===== src/rtl/lut_interp_activation_pipe_if.sv =====
// Stream and LUT-write bundle for lut_interp_activation_pipe.
// master: producer/consumer side (drives z, out_ready, LUT writes).
// slave:  the activation unit itself.
interface lut_interp_activation_pipe_if #(
    parameter int unsigned DATA_W = 8,
    parameter int unsigned ADDR_W = 4
);
    logic                     in_valid;
    logic                     in_ready;
    logic signed [DATA_W-1:0] z_value;
    logic                     out_valid;
    logic                     out_ready;
    logic signed [DATA_W-1:0] a;
    logic                     lut_we;
    logic        [ADDR_W-1:0] lut_waddr;
    logic signed [DATA_W-1:0] lut_wdata;

    modport master (
        output in_valid, z_value, out_ready, lut_we, lut_waddr, lut_wdata,
        input  in_ready, out_valid, a
    );

    modport slave (
        input  in_valid, z_value, out_ready, lut_we, lut_waddr, lut_wdata,
        output in_ready, out_valid, a
    );
endinterface


===== src/rtl/lut_interp_activation_pipe.sv =====
// Three-stage piecewise-linear activation: LUT lookup on the z MSBs plus
// linear interpolation on the remaining bits. Runtime-writable table.
// Optional build macro LUT_INTERP_ROUND_EN: round-half-up instead of floor
// in the interpolation shift.
module lut_interp_activation_pipe #(
    parameter int unsigned DATA_W = 8,
    parameter int unsigned ADDR_W = 4
) (
    input  logic                       clk,
    input  logic                       rst,
    lut_interp_activation_pipe_if.slave bus
);
    localparam int unsigned FRAC_W = DATA_W - ADDR_W;
    localparam int unsigned DEPTH  = 1 << ADDR_W;
    localparam int unsigned PROD_W = DATA_W + FRAC_W + 2;
    // Most-positive bucket: its "next" entry is clamped to itself.
    localparam logic [ADDR_W-1:0] ADDR_MAXPOS = ADDR_W'((DEPTH / 2) - 1);
`ifdef LUT_INTERP_ROUND_EN
    localparam logic signed [PROD_W-1:0] RND_HALF = PROD_W'(1) << (FRAC_W - 1);
`endif

    logic signed [DATA_W-1:0] lut_q [DEPTH];

    logic                     adv;
    logic                     v1_q, v2_q, out_valid_q;
    logic        [ADDR_W-1:0] addr1_q, addr1_d, addr_inc;
    logic        [FRAC_W-1:0] rem1_q, rem1_d, rem2_q;
    logic signed [DATA_W-1:0] base2_q, base2_d;
    logic signed [DATA_W-1:0] next2_q, next2_d;
    logic signed [DATA_W-1:0] a_q, a_d;
    logic signed [PROD_W-1:0] diff_ext, rem_ext, prod, prod_adj;

    // Handshake, stage-1 decode, stage-2 lookup and stage-3 interpolation.
    always_comb begin
        adv      = !out_valid_q || bus.out_ready;

        addr1_d  = bus.z_value[DATA_W-1 -: ADDR_W];
        rem1_d   = bus.z_value[FRAC_W-1:0];

        addr_inc = addr1_q + ADDR_W'(1);
        base2_d  = lut_q[addr1_q];
        next2_d  = (addr1_q == ADDR_MAXPOS) ? base2_d : lut_q[addr_inc];

        diff_ext = PROD_W'(next2_q) - PROD_W'(base2_q);
        rem_ext  = PROD_W'({1'b0, rem2_q});
        prod     = diff_ext * rem_ext;
`ifdef LUT_INTERP_ROUND_EN
        prod_adj = prod + RND_HALF;
`else
        prod_adj = prod;
`endif
        // Result lies in [base, next], so the truncation is lossless.
        a_d      = base2_q + DATA_W'(prod_adj >>> FRAC_W);
    end

    // Pipeline registers; the whole pipe advances or holds together.
    always_ff @(posedge clk or posedge rst) begin
        if (rst) begin
            v1_q        <= 1'b0;
            v2_q        <= 1'b0;
            out_valid_q <= 1'b0;
            addr1_q     <= '0;
            rem1_q      <= '0;
            rem2_q      <= '0;
            base2_q     <= '0;
            next2_q     <= '0;
            a_q         <= '0;
        end else if (adv) begin
            v1_q        <= bus.in_valid;
            addr1_q     <= addr1_d;
            rem1_q      <= rem1_d;
            v2_q        <= v1_q;
            base2_q     <= base2_d;
            next2_q     <= next2_d;
            rem2_q      <= rem1_q;
            out_valid_q <= v2_q;
            a_q         <= a_d;
        end
    end

    // Table storage; writes land at the edge, same-edge reads see old data.
    always_ff @(posedge clk or posedge rst) begin
        if (rst) begin
            for (int unsigned i = 0; i < DEPTH; i++) begin
                lut_q[i] <= '0;
            end
        end else if (bus.lut_we) begin
            lut_q[bus.lut_waddr] <= bus.lut_wdata;
        end
    end

    assign bus.in_ready  = adv;
    assign bus.out_valid = out_valid_q;
    assign bus.a         = a_q;
endmodule

===== src/flat_wrapper.sv =====
// flat-port wrapper written by rule: the top's interface ports become plain ports
module lut_interp_activation_pipe_flat 
#(
    parameter int unsigned DATA_W = 8,
    parameter int unsigned ADDR_W = 4
)
  (clk, rst, bus_in_valid, bus_z_value, bus_out_ready, bus_lut_we, bus_lut_waddr, bus_lut_wdata, bus_in_ready, bus_out_valid, bus_a);
  lut_interp_activation_pipe_if #(.DATA_W(DATA_W), .ADDR_W(ADDR_W)) bus_i ();
  input  logic clk;
  input  logic rst;
  input wire logic [$bits(bus_i.in_valid)-1:0] bus_in_valid;
  input wire logic [$bits(bus_i.z_value)-1:0] bus_z_value;
  input wire logic [$bits(bus_i.out_ready)-1:0] bus_out_ready;
  input wire logic [$bits(bus_i.lut_we)-1:0] bus_lut_we;
  input wire logic [$bits(bus_i.lut_waddr)-1:0] bus_lut_waddr;
  input wire logic [$bits(bus_i.lut_wdata)-1:0] bus_lut_wdata;
  output wire logic [$bits(bus_i.in_ready)-1:0] bus_in_ready;
  output wire logic [$bits(bus_i.out_valid)-1:0] bus_out_valid;
  output wire logic [$bits(bus_i.a)-1:0] bus_a;
  assign bus_i.in_valid = bus_in_valid;
  assign bus_i.z_value = bus_z_value;
  assign bus_i.out_ready = bus_out_ready;
  assign bus_i.lut_we = bus_lut_we;
  assign bus_i.lut_waddr = bus_lut_waddr;
  assign bus_i.lut_wdata = bus_lut_wdata;
  assign bus_in_ready = bus_i.in_ready;
  assign bus_out_valid = bus_i.out_valid;
  assign bus_a = bus_i.a;
  lut_interp_activation_pipe #(.DATA_W(DATA_W), .ADDR_W(ADDR_W)) u_core (.clk(clk), .rst(rst), .bus(bus_i));
endmodule

===== config.mk =====
export PLATFORM = sky130hd
export DESIGN_NAME = lut_interp_activation_pipe_flat
export DESIGN_NICKNAME = d
export VERILOG_FILES = /design/src/rtl/lut_interp_activation_pipe_if.sv /design/src/rtl/lut_interp_activation_pipe.sv /design/src/flat_wrapper.sv
export SDC_FILE = /design/constraint.sdc
export NUM_CORES = 1
export LEC_CHECK = 0
export ABC_AREA = 1
export CORE_ASPECT_RATIO = 2
export CORE_MARGIN = 1
export CORE_UTILIZATION = 45
export CTS_BUF_LIST = sky130_fd_sc_hd__clkbuf_16
export DETAILED_ROUTE_END_ITERATION = 12
export SYNTH_ARGS = -nofsm -noshare
export SYNTH_HDL_FRONTEND = slang
export SYNTH_SLANG_ARGS = --single-unit
export TNS_END_PERCENT = 20

===== constraint.sdc =====
create_clock -name clk -period 7.7 [get_ports clk]
set_input_delay 1.155 -clock clk [delete_from_list [all_inputs] [get_ports clk]]
set_output_delay 1.155 -clock clk [all_outputs]
set_load 0.02 [all_outputs]

==> reports/results.tsv, run 1 <==
stage	metric	value	unit
yosys	yosysWarnings	0	
sta	drv_slew	0	
clock_network	h-tree-depth	4	
routing	ant_nets	0	
finish	n_antenna_cell	0	
setup_path	r2r-start	u_core.base2_q[0]$_DFFE_PP0P_	
clock_network	clk_path_buf_depth	2	
floorplanning	io_pins	35	
finish	layout-drive-gt1-share	4.891	%
sta	worst_pin_slew	1.200	ns
routing	remaining_drc_errors	0	
setup_path	path_max_fanout	3	
finish	layout.nets	1434	
clock_network	cts_sinks	167	
floorplanning	dieArea	23500	sq um
clock_network	post_cts_buffers	0	
finish	n_fill_cell	2204	
setup_path	required	8.04	ns
yosys	synthTopCellsByArea	dfrtp_1 41%, o21ai_0 14%, nand2_1 8.9%, inv_1 6.2%, a21oi_1 6.1%	
routing	wl_per_cell	17.72	um
routing	vias	9098	
grt	grt_usage	26.42	%
floorplanning	die_y	215.8	um
grt	grt_overflow_total	0	
sta	fmax	0.1684	GHz
finish	areaGrowthSynthToFinish	10.06	%
setup_path	startpoint_type	register	
floorplanning	core	22260	sq um
yosys	yosysUniqueCellTypes	41	
yosys	async_reset_ff_share	100.0	%
yosys	synth_top_area_share	40.63	%
yosys	yosys-top-cells-count	282 x o21ai_0, 243 x nand2_1, 171 x inv_1	
clock_network	cts-resized-gates	0	
placed_design	numPortBuffers	34	
hold_path	hold_depth	2	
sta	fin_skew	0.01027	ns
sta	min_period_over_period	77.13	%
grt	grt_pass1_wl	46580	um
clock_network	tritoncts	done	
yosys	synth_nets	1440	
routing	first_iter_violations	736	
sta	timing.setup.tns	0	ns
floorplanning	die_x	108.9	um
run	max_cap_viol_count	0	
setup_path	path_common_cell	nand2_1	
hold_path	hold_class	register to register	
sta	setup_viol	0	
setup_path	crit_end	u_core.bus.a[7]$_DFFE_PP0P_	
yosys	ys_seq_elements	167	
setup_path	r2r_cells	38	
yosys	yosysTopAreaCell	dfrtp_1	
sta	finalCriticalPeriod	5.939	ns
yosys	ys.flop_type	dfrtp_1	
setup_path	critPathArrivalTime	6.28	ns
yosys	synth.avg_cell_area	7.546	sq um
clock_network	clock_latency	0.45	ns
yosys	synth_most_common_cell	o21ai_0	
sta	hold_violations	0	
setup_path	slowest_delay	0.54	ns
clock_network	hold_buffers	0	
routing	dr.pass1.iters	6	
setup_path	crit_start	u_core.base2_q[0]$_DFFE_PP0P_	
setup_path	slowest_stage	fa_1	
clock_network	path_clk_slew	0.07	ns
grt	antenna_found_initial	0	
grt	grt_start_max_net_pins	109	
routing	avgViaCountPerCell	5.527	
yosys	yosysSeqAreaShare	40.63	%
sta	slew_headroom	19.70	%
clock_network	numCtsBuffers	17	
grt	grt_pass1_vias	8804	
routing	wirelength	29170	um
yosys	netlist_area	10280	sq um
setup_path	r2r_slack	1.76	ns
setup_path	crit_type	register to register	
status	status	completed	
floorplanning	start_util	46.21	%
setup_path	end_kind	register	
placed_design	dpl.hpwl	20570	um
yosys	synthCells	1363	
clock_network	ctsRootBufferMaster	clkbuf_16	
yosys	synth_edf_count	0	
floorplanning	rows	77	
sta	rsz0062_at_grt	false	
setup_path	timing.rr.end	u_core.bus.a[7]$_DFFE_PP0P_	
placed_design	place.gp.congestion	0.8669	
how the worst min path moves through the flow:
stage,from,to,slack [ns]
after global placement,u_core.v2_q$_DFFE_PP0P_,u_core.bus.out_valid$_DFFE_PP0P_,0.45
final,u_core.v2_q$_DFFE_PP0P_,u_core.bus.out_valid$_DFFE_PP0P_,0.47
after global routing,u_core.rem1_q[0]$_DFFE_PP0P_,u_core.rem1_q[0]$_DFFE_PP0P_,0.50
after detailed placement,u_core.v2_q$_DFFE_PP0P_,u_core.bus.out_valid$_DFFE_PP0P_,0.46
after CTS,u_core.v2_q$_DFFE_PP0P_,u_core.bus.out_valid$_DFFE_PP0P_,0.47
after floorplan,u_core.v2_q$_DFFE_PP0P_,u_core.bus.out_valid$_DFFE_PP0P_,0.42
placed cells by master (no fill, tap or decap), types with 3 or more instances in the layout:
cell type / synthesis / layout
xnor2_1: 7 / 7
o211ai_1: 18 / 18
clkinv_1: 3 / 6
clkdlybuf4s50_1: 0 / 34
inv_1: 171 / 172
clkinvlp_4: 0 / 3
clkbuf_16: 0 / 17
o221ai_1: 8 / 8
nand3_1: 51 / 51
ha_1: 35 / 35
inv_2: 5 / 5
xor2_1: 9 / 8
nand2_1: 243 / 243
buf_4: 5 / 14
dfrtp_1: 167 / 166
nor2_2: 2 / 3
nand2_2: 6 / 6
nand3_2: 4 / 4
nor2_1: 93 / 92
fa_1: 17 / 17
o21ai_1: 15 / 15
o21ai_0: 282 / 282
a21oi_1: 126 / 126
a31oi_1: 3 / 3
bufinv_16: 0 / 3
o2111ai_1: 8 / 8
worst max-delay path: cells and delay by family (launching register included):
family	cells	cell delay (ns)
compound gates	3	0.52
xor+xnor	2	0.35
fa+ha+maj	7	2.63
buf+inv	4	0.27
flops	1	0.40
simple gates	22	1.68
state kept, by name (all words and copies together), names as in the netlist:
| signal | cells |
|---|---|
| u_core.v1_q | 1 |
| u_core.rem2_q | 4 |
| u_core.rem1_q | 4 |
| u_core.bus.a | 8 |
| u_core.base2_q | 8 |
| u_core.next2_q | 8 |
| u_core.lut_q | 128 |
| u_core.addr1_q | 4 |
| u_core.bus.out_valid | 1 |
| u_core.v2_q | 1 |
kinds of logic after synthesis:
kind of cell,after synthesis,synth area share [%]
DFF,167,40.63
and+or+nand+nor,408,16.16
xor gates and xnor gates,17,1.630
AOI/OAI and AO/OA,466,23.89
adders and majority gates,52,7.567
buffers and inverters,253,10.12
through the flow:
| step | setup WS, ns | hold WS, ns | util (%) | instance area, sq um | std cells |
|---|---|---|---|---|---|
| global route | 1.308 | 0.4984 | 50.86 | 11320 | 1646 |
| CTS | 1.752 | 0.4744 | 50.86 | 11320 | 1646 |
| floorplan | 2.027 | 0.4191 | - | 10280 | 1363 |
| finish | 1.761 | 0.4652 | 50.86 | 11320 | 1646 |
| detailed placement | 1.781 | 0.4577 | 48.22 | 10730 | 1614 |
| global placement | 1.933 | 0.4465 | 48.22 | 10730 | 1614 |
per-layer routing:
| layer | part of all wire, % | global-route usage, % |
|---|---|---|
| met5 | 0 | 0 |
| met4 | 4.5 | 13.24 |
| met3 | 4.0 | 4.228 |
| met1 | 38 | 29.20 |
| met2 | 54 | 47.44 |
cell type report:
class | count | area [sq um] | share of cell area [%]
clock buffer | 17 | 425.4 | 3.758
clock inverter | 15 | 162.7 | 1.437
timing repair buffer | 48 | 445.4 | 3.935
sequential | 167 | 4183 | 36.95
multi-input combinational | 943 | 5075 | 44.83
tap | 276 | 345.3 | 3.051
inverter | 180 | 683.2 | 6.035
Power of run 1 is not shown: default switching activity piles up to over one toggle a cycle in this logic, so the estimate is an artifact.
==> run 2, diff against run 1 <==
==> constraint.sdc (replaced) <==
create_clock -name clk -period 5.15 [get_ports clk]
set_input_delay 0.7725 -clock clk [delete_from_list [all_inputs] [get_ports clk]]
set_output_delay 0.7725 -clock clk [all_outputs]
set_load 0.02 [all_outputs]
==> reports/results.tsv, run 2 (same netlist as run 1, synthesis figures left out) <==
stage	metric	value	unit
setup_path	r2r_cells	38	
setup_path	startpoint_type	register	
grt	grt_overflow_total	0	
hold_path	whs_endpoint	u_core.bus.out_valid$_DFFE_PP0P_	
sta	setup_viol	1	
setup_path	critPathArrivalTime	5.77	ns
clock_network	clk_path_buf_depth	2	
setup_path	slowest_delay	0.52	ns
finish	final_area	12210	sq um
setup_path	r2r_slack	-0.29	ns
floorplanning	die_y	215.8	um
routing	ant_nets	0	
routing	first_iter_violations	667	
clock_network	h-tree-depth	4	
grt	grt_pass1_wl	47720	um
routing	wirelength	29890	um
finish	n_fill_cell	2172	
placed_design	numPortBuffers	34	
floorplanning	io_pins	35	
clock_network	cts_sinks	167	
clock_network	numCtsBuffers	17	
grt	grt_pass1_vias	9309	
sta	slew_headroom	20.93	%
sta	hold_violations	0	
routing	dr.pass1.iters	5	
finish	layout-drive-gt1-share	13.56	%
clock_network	tritoncts	done	
sta	min_period_over_period	105.7	%
finish	top_register	u_core.lut_q	
finish	final_cell_mix	278 x o21ai_0, 230 x nand2_1, 166 x dfrtp_1	
setup_path	required	5.48	ns
sta	fmax	0.1837	GHz
sta	worst_slack	-0.2931	ns
setup_path	path_max_fanout	3	
setup_path	r2r-start	u_core.base2_q[0]$_DFFE_PP0P_	
clock_network	path_clk_slew	0.07	ns
status	status	finished, violations left	
floorplanning	start_util	46.21	%
sta	fin_skew	0.01047	ns
hold_path	hold_class	register to register	
finish	final_common_cell	o21ai_0	
setup_path	slowest_stage	fa_1	
hold_path	hold_depth	2	
finish	n_antenna_cell	0	
hold_path	hp-start	u_core.v2_q$_DFFE_PP0P_	
finish	largest_reg_flops	128	
status	violations	setup timing	
clock_network	clock_latency	0.44	ns
routing	wl_per_cell	17.37	um
floorplanning	core	22260	sq um
clock_network	hold_buffers	0	
placed_design	dpl.hpwl	21090	um
placed_design	dpl_cell_area	11230	sq um
floorplanning	rows	77	
setup_path	timing.rr.end	u_core.bus.a[7]$_DFFE_PP0P_	
sta	rsz0062_at_grt	true	
floorplanning	die_x	108.9	um
placed_design	place.gp.congestion	0.8539	
routing	avgViaCountPerCell	5.422	
routing	vias	9331	
grt	grt_start_max_net_pins	114	
sta	drv_slew	0	
finish	areaGrowthSynthToFinish	18.73	%
setup_path	crit_type	register to register	
run	max_cap_viol_count	0	
routing	remaining_drc_errors	0	
clock_network	ctsRootBufferMaster	clkbuf_16	
sta	worst_pin_slew	1.182	ns
floorplanning	dieArea	23500	sq um
finish	layout.nets	1509	
sta	finalCriticalPeriod	5.443	ns
grt	antenna_found_initial	0	
grt	grt_usage	26.95	%
setup_path	end_kind	register	
placed_design	dp.cells	1673	
finish	layoutNonFillerInstCount	1721	
## run 2: changes by cell type in the layout (fill, tap and decap cells not counted), sizes merged
cell	change
clkinvlp	+2
bufinv	-1
clkinv	-1
buf	+75
## run 2: area by class of cell
class | instances | area (sq um) | area share [%]
sequential | 167 | 4183 | 34.25
clock inverter | 15 | 153.9 | 1.260
tap | 276 | 345.3 | 2.828
timing repair buffer | 123 | 1033 | 8.463
inverter | 180 | 681.9 | 5.584
clock buffer | 17 | 425.4 | 3.484
multi-input combinational | 943 | 5389 | 44.13
## run 2: worst max path at each step
stage / slack (ns) / startpoint / endpoint
6_report: -0.29 / u_core.base2_q[0]$_DFFE_PP0P_ / u_core.bus.a[7]$_DFFE_PP0P_
5_1_grt: -0.62 / u_core.base2_q[0]$_DFFE_PP0P_ / u_core.bus.a[7]$_DFFE_PP0P_
4_1_cts: -0.33 / u_core.base2_q[0]$_DFFE_PP0P_ / u_core.bus.a[7]$_DFFE_PP0P_
3_5_place_dp: -0.47 / u_core.next2_q[0]$_DFFE_PP0P_ / u_core.bus.a[7]$_DFFE_PP0P_
3_3_place_gp: -0.33 / u_core.base2_q[0]$_DFFE_PP0P_ / u_core.bus.a[7]$_DFFE_PP0P_
2_1_floorplan: -0.12 / u_core.base2_q[0]$_DFFE_PP0P_ / u_core.bus.a[7]$_DFFE_PP0P_
## run 2: routing by layer
metal	part of all wire [%]	track usage (%)	vias to the layer above
li1	-	-	4631
met1	37	28.35	4422
met2	56	49.90	213
met3	3.1	4.349	65
met4	3.8	13.56	0
met5	0	0	-
## run 2: metrics by stage
| stage | hold WS (ns) | TNS (ns) | setup WS [ns] | util (%) |
|---|---|---|---|---|
| floorplan | 0.4191 | -0.1236 | -0.1236 | - |
| detailed placement | 0.4433 | -1.067 | -0.4748 | 50.46 |
| global placement | 0.4346 | -0.5755 | -0.3288 | 50.46 |
| global route | 0.4921 | -1.201 | -0.6163 | 54.87 |
| CTS | 0.4616 | -0.5197 | -0.3313 | 54.07 |
| finish | 0.4572 | -0.2931 | -0.2931 | 54.87 |
## run 2: what timing repair did
| action | in CTS | in global routing |
|---|---|---|
| pin swaps | 30 | 22 |
| cloned | 0 | 0 |
| resized for setup | 26 | 32 |
| endpoints found under the setup margin | 5 | 5 |
| setup buffers | 13 | 3 |
## run 2: worst max-delay path: cells and delay by family (launching register included)
kind                     cells  cell delay (ns)
AO/OA/AOI/OAI                6             0.84
XOR/XNOR                     2             0.36
adder cells (fa/ha/maj)      7             2.28
buffers and inverters        5             0.28
flip-flops                   1             0.41
AND/OR/NAND/NOR             18             1.15
Power of run 2 is left out for the same reason.
==> run 3, diff against run 2 <==
--- a/config.mk
+++ b/config.mk
@@ -8,9 +8,11 @@
 export ABC_AREA = 1
 export CORE_ASPECT_RATIO = 2
 export CORE_MARGIN = 1
-export CORE_UTILIZATION = 45
+export CORE_UTILIZATION = 50
 export CTS_BUF_LIST = sky130_fd_sc_hd__clkbuf_16
 export DETAILED_ROUTE_END_ITERATION = 12
+export PLACE_DENSITY = 0.7
+export SKIP_CTS_REPAIR_TIMING = 1
 export SYNTH_ARGS = -nofsm -noshare
 export SYNTH_HDL_FRONTEND = slang
 export SYNTH_SLANG_ARGS = --single-unit
==> reports/results.tsv, run 3 (same netlist as run 1, synthesis figures left out) <==
stage	metric	value	unit
status	status	finished, violations left	
status	violations	setup timing	
clock_network	tritoncts	done	
clock_network	ctsRootBufferMaster	clkbuf_16	
sta	drv_slew	0	
grt	grt_usage	29.54	%
routing	ant_nets	0	
finish	n_antenna_cell	0	
placed_design	place.gp.congestion	0.8862	
grt	grt_overflow_total	0	
clock_network	cts_sinks	167	
hold_path	hold_class	register to register	
setup_path	crit_type	register to register	
setup_path	slowest_delay	0.53	ns
routing	remaining_drc_errors	0	
routing	vias	9363	
setup_path	worst-path-buf-inv	5	
grt	grt_pass1_vias	9304	
run	max_cap_viol_count	0	
setup_path	critPathArrivalTime	5.92	ns
routing	dr.pass1.iters	5	
grt	grt_start_max_net_pins	168	
setup_path	required	5.48	ns
routing	avgViaCountPerCell	5.557	
floorplanning	io_pins	35	
clock_network	clock_latency	0.44	ns
finish	final_cell_mix	280 x o21ai_0, 232 x nand2_1, 169 x inv_1	
floorplanning	rows	73	
finish	areaGrowthSynthToFinish	15.05	%
setup_path	path_max_fanout	3	
sta	setup_viol	4	
sta	hold_violations	0	
sta	fmax	0.1789	GHz
clock_network	clk_path_buf_depth	2	
sta	worst_slack	-0.4387	ns
sta	min_period_over_period	108.5	%
clock_network	h-tree-depth	4	
setup_path	path_common_cell	nand2_2	
grt	use_met3	5.186	%
floorplanning	core	20000	sq um
sta	rsz0062_at_grt	true	
placed_design	numPortBuffers	34	
finish	final_common_cell	o21ai_0	
floorplanning	dieArea	21180	sq um
grt	grt_pass1_wl	46650	um
grt	grt_use_met2	50.83	%
sta	fin_skew	0.01095	ns
grt	met1_usage	32.01	%
finish	top_register	u_core.lut_q	
routing	wirelength	29020	um
sta	finalCriticalPeriod	5.589	ns
finish	layout.nets	1487	
sta	timing.setup.tns	-0.7836	ns
grt	antenna_found_initial	0	
setup_path	startpoint_type	register	
floorplanning	die_y	204.8	um
routing	wl_per_cell	17.22	um
setup_path	crit_family	adder cells	
clock_network	numCtsBuffers	17	
setup_path	slowest_stage	fa_1	
clock_network	path_clk_slew	0.07	ns
finish	layout-drive-gt1-share	10.33	%
sta	slew_headroom	17.93	%
floorplanning	start_util	51.42	%
sta	worst_pin_slew	1.227	ns
grt	grt_busiest_layer	met2	
routing	first_iter_violations	726	
setup_path	end_kind	register	
placed_design	dpl.hpwl	20140	um
finish	largest_reg_flops	128	
floorplanning	die_x	103.4	um
## run 3: changes by cell type in the layout (fill, tap and decap cells not counted), moves of 4 or more
cell | previous run | this run
ha_4 | 10 | 1
ha_1 | 25 | 33
buf_4 | 87 | 66
inv_2 | 12 | 8
inv_1 | 164 | 169
## run 3: worst paths after layout
kind	slack, ns	to	start	cells past startpoint
setup / recovery	-0.44	u_core.bus.a[7]$_DFFE_PP0P_	u_core.base2_q[0]$_DFFE_PP0P_	38
hold / removal	0.46	u_core.bus.out_valid$_DFFE_PP0P_	u_core.v2_q$_DFFE_PP0P_	2
setup reg to reg	-0.44	u_core.bus.a[7]$_DFFE_PP0P_	u_core.base2_q[0]$_DFFE_PP0P_	38
hold reg to reg	0.46	u_core.bus.out_valid$_DFFE_PP0P_	u_core.v2_q$_DFFE_PP0P_	2
max in group asynchronous	3.44	u_core.addr1_q[0]$_DFFE_PP0P_	rst	3
min in group asynchronous	0.89	u_core.bus.a[5]$_DFFE_PP0P_	rst	3
## run 3: metal layers
layer / up-vias / part of all wire, %
met5: - / 0
met2: 297 / 52
met4: 0 / 6.8
met3: 113 / 4.2
met1: 4359 / 37
li1: 4594 / -
## run 3: cell type report
type                    instances  area, sq um
fillers                      1824         8170
flip-flops and latches        167         4183
well taps                     262        327.8
multi-input cells             943         5196
repair buffers                101        855.8
clock inverters                15        162.7
clock buffers                  17        425.4
inverters                     180        681.9
## run 3: per-stage QoR
step	utilization, %	hold WS [ns]	cell area (sq um)	instances	worst slack [ns]
floorplan	-	0.4191	10310	1363	-0.1236
global placement	55.68	0.4440	11140	1652	-0.3194
detailed placement	55.68	0.4480	11140	1652	-0.4701
CTS	58.62	0.4672	11730	1684	-0.4776
global route	59.15	0.4805	11830	1685	-0.9118
finish	59.15	0.4643	11830	1685	-0.4387
## run 3: worst reg2reg max path, delay by kind of cell, from the launching register on
family | cells | cell delay, ns
flops | 1 | 0.38
buf+inv | 5 | 0.29
compound gates | 6 | 0.89
fa+ha+maj | 7 | 2.46
simple gates | 18 | 1.11
xor+xnor | 2 | 0.34
Power of run 3 is left out for the same reason.
==> patch: new RTL, settings of run 2 <==
`ADDR_W` is set to 4 in 3 places; all go to 2.
--- a/src/rtl/lut_interp_activation_pipe_if.sv
+++ b/src/rtl/lut_interp_activation_pipe_if.sv
@@ -5,3 +5,3 @@
     parameter int unsigned DATA_W = 8,
-    parameter int unsigned ADDR_W = 4
+    parameter int unsigned ADDR_W = 2
 );
--- a/src/rtl/lut_interp_activation_pipe.sv
+++ b/src/rtl/lut_interp_activation_pipe.sv
@@ -6,3 +6,3 @@
     parameter int unsigned DATA_W = 8,
-    parameter int unsigned ADDR_W = 4
+    parameter int unsigned ADDR_W = 2
 ) (
--- a/src/flat_wrapper.sv
+++ b/src/flat_wrapper.sv
@@ -4,3 +4,3 @@
     parameter int unsigned DATA_W = 8,
-    parameter int unsigned ADDR_W = 4
+    parameter int unsigned ADDR_W = 2
 )
Ports: changed (resized bus_lut_waddr); port bits go from 35 to 33. The function was not compared with the original's and may differ.
==> patch against run 2 <==
The flow still finishes with violations (setup timing). Cell area decreased by 39%. Die area decreased by 44%. Setup slack worse by 690 ps. Area after synthesis shrank 44%. Wire length fell by 47%. Sequential cell count down 94. Highest routed layer unchanged.
Power is left out: the tool's default activity adds up to more than one toggle a clock period on the data nets, which glitch-free logic cannot reach.
==> patch: results (changes against run 2) <==
Outcome: finished, violations left
Failing checks: setup timing
Total GRT Usage: 27.0% (about the same)
Clk_skew: 10.9 ps (+0.438 ps)
Syn_nets: 857 (-40%)
CTS buffer count: 9 (-8)
Fraction of layout cells with a size suffix above 1: 20.3% (+6.7 points)
Max FFs per register: 32 (-75%)
Maximum root-to-sink buffer count: 2 (unchanged)
DRT met1 WL: 5210 um (-53%)
Sequential fraction of total cell area: 24.6% (-9.7 points)
Setup ws final: -979 ps (-686 ps)
IO buf count: 32 (-5.9%)
Iteration-0 DRC Markers: 242 (-64%)
Vias in the first global route: 5671 (-39%)
Vias: 5386 (-42%)
Worst relative slew slack: 42.9% (+22 points)
Non-Clock Inverter Count: 124 (-31%)
Buffering overhead: 14.7% (+6.2 points)
Multi-In Gates: 541 (-43%)
Unique cell type count in the Yosys netlist: 32 (-22%)
Crit path max fanout: 4 (+1)
Yosys warnings: 0 (unchanged)
GPL Wtd Cong: 0.883 (+3.3%)
Final WL: 15800 um (-47%)
Largest net degree at the start of global routing: 67 (-41%)
Antenna violations before repair: 0 (unchanged)
Fraction of area in multi-input gates: 48.2% (+4.0 points)
Wire length on met3: 392 um (-57%)
Most flops, register: u_core.lut_q
H-tree depth: 3 (-1)
Clock latency at the later pin of the worst-skew pair: 340 ps (-100 ps)
Met2 usage: 50.5% (+0.64 points)
FFs w/ async S/R, synth: 100% (unchanged)
Hold Crit Endpoint: u_core.bus.out_valid
Crit-path slowest cell: fa_1
R2R cell count: 35 (-7.9%)
Met2 wire length: 9120 um (-45%)
Final Setup Violations: 7 (+6)
Total Nets Final: 982 (-35%)
Area contributors post-synth: dfrtp_1 32%, nand2_1 12%, fa_1 12%
Seq/Total Area, Yosys: 32.0% (-8.7 points)
Clock sink count: 73 (-56%)
Nonclk buf count: 134 (+8.9%)
Dpl hpwl: 12700 um (-40%)
Worst flop-to-flop path startpoint: u_core.base2_q[0]
Arr. time, crit path: 6370 ps (+600 ps)
First-pass GRT wire length: 26500 um (-44%)
Worst hold stages: 2 (unchanged)
Met3 Usage GRT: 4.35% (about the same)
Highest Signal Layer: met4
Fill cells: 1130 (-48%)
Grt met1 use: 25.3% (-3.0 points)
List of most frequent post-synthesis cells: 190 x nand2_1, 116 x inv_1, 80 x nor2_1
Pre-antenna DRT Iters: 5 (unchanged)
Clk tree area frac: 3.87% (-0.87 points)
## patch: cell count changes in the layout (fill, tap and decap cells not counted), moves of 13 or more
cell / run 2 / this run
o21ai_0: 278 / 67
a21oi_1: 120 / 16
dfrtp_1: 166 / 73
inv_1: 164 / 108
nand2_1: 230 / 180
nor2_1: 89 / 72
o211ai_1: 18 / 1
fa_1: 16 / 32
buf_4: 87 / 101
o21ai_1: 18 / 5
## patch: through the flow
step	cell area (um2)	cells	hold slack [ps]	setup slack, ps	setup TNS (ps)
5_1_grt	7440	1035	476	-1350	-7310
4_1_cts	7300	1029	453	-962	-4870
6_report	7440	1035	449	-979	-4570
2_1_floorplan	5750	758	420	-821	-2810
3_3_place_gp	6890	1013	431	-982	-5080
3_5_place_dp	6890	1013	436	-1120	-5900
## patch: worst max-delay path by stage
stage / start / end / cells past startpoint
after floorplan: u_core.base2_q[0] / u_core.bus.a[7] / 39
after global placement: u_core.base2_q[1] / u_core.bus.a[7] / 40
after detailed placement: u_core.next2_q[0] / u_core.bus.a[7] / 40
after CTS: u_core.base2_q[0] / u_core.bus.a[7] / 38
after global routing: u_core.next2_q[0] / u_core.bus.a[7] / 36
final: u_core.base2_q[0] / u_core.bus.a[7] / 35
## patch: kinds of logic after synthesis
kind of cell / after synthesis / share of synthesized area, %
simple gates: 333 / 23.6
buf+inv: 144 / 9.50
flops: 73 / 32.0
compound gates: 118 / 11.3
fa+ha+maj: 76 / 21.2
xor+xnor: 14 / 2.41
## patch: timing repair
| action | in CTS | in global routing |
|---|---|---|
| gates resized for setup | 24 | 28 |
| hold buffers | 0 | 0 |
| setup endpoints to repair | 7 | 8 |
| pin swaps | 17 | 46 |
| setup buffers | 0 | 6 |
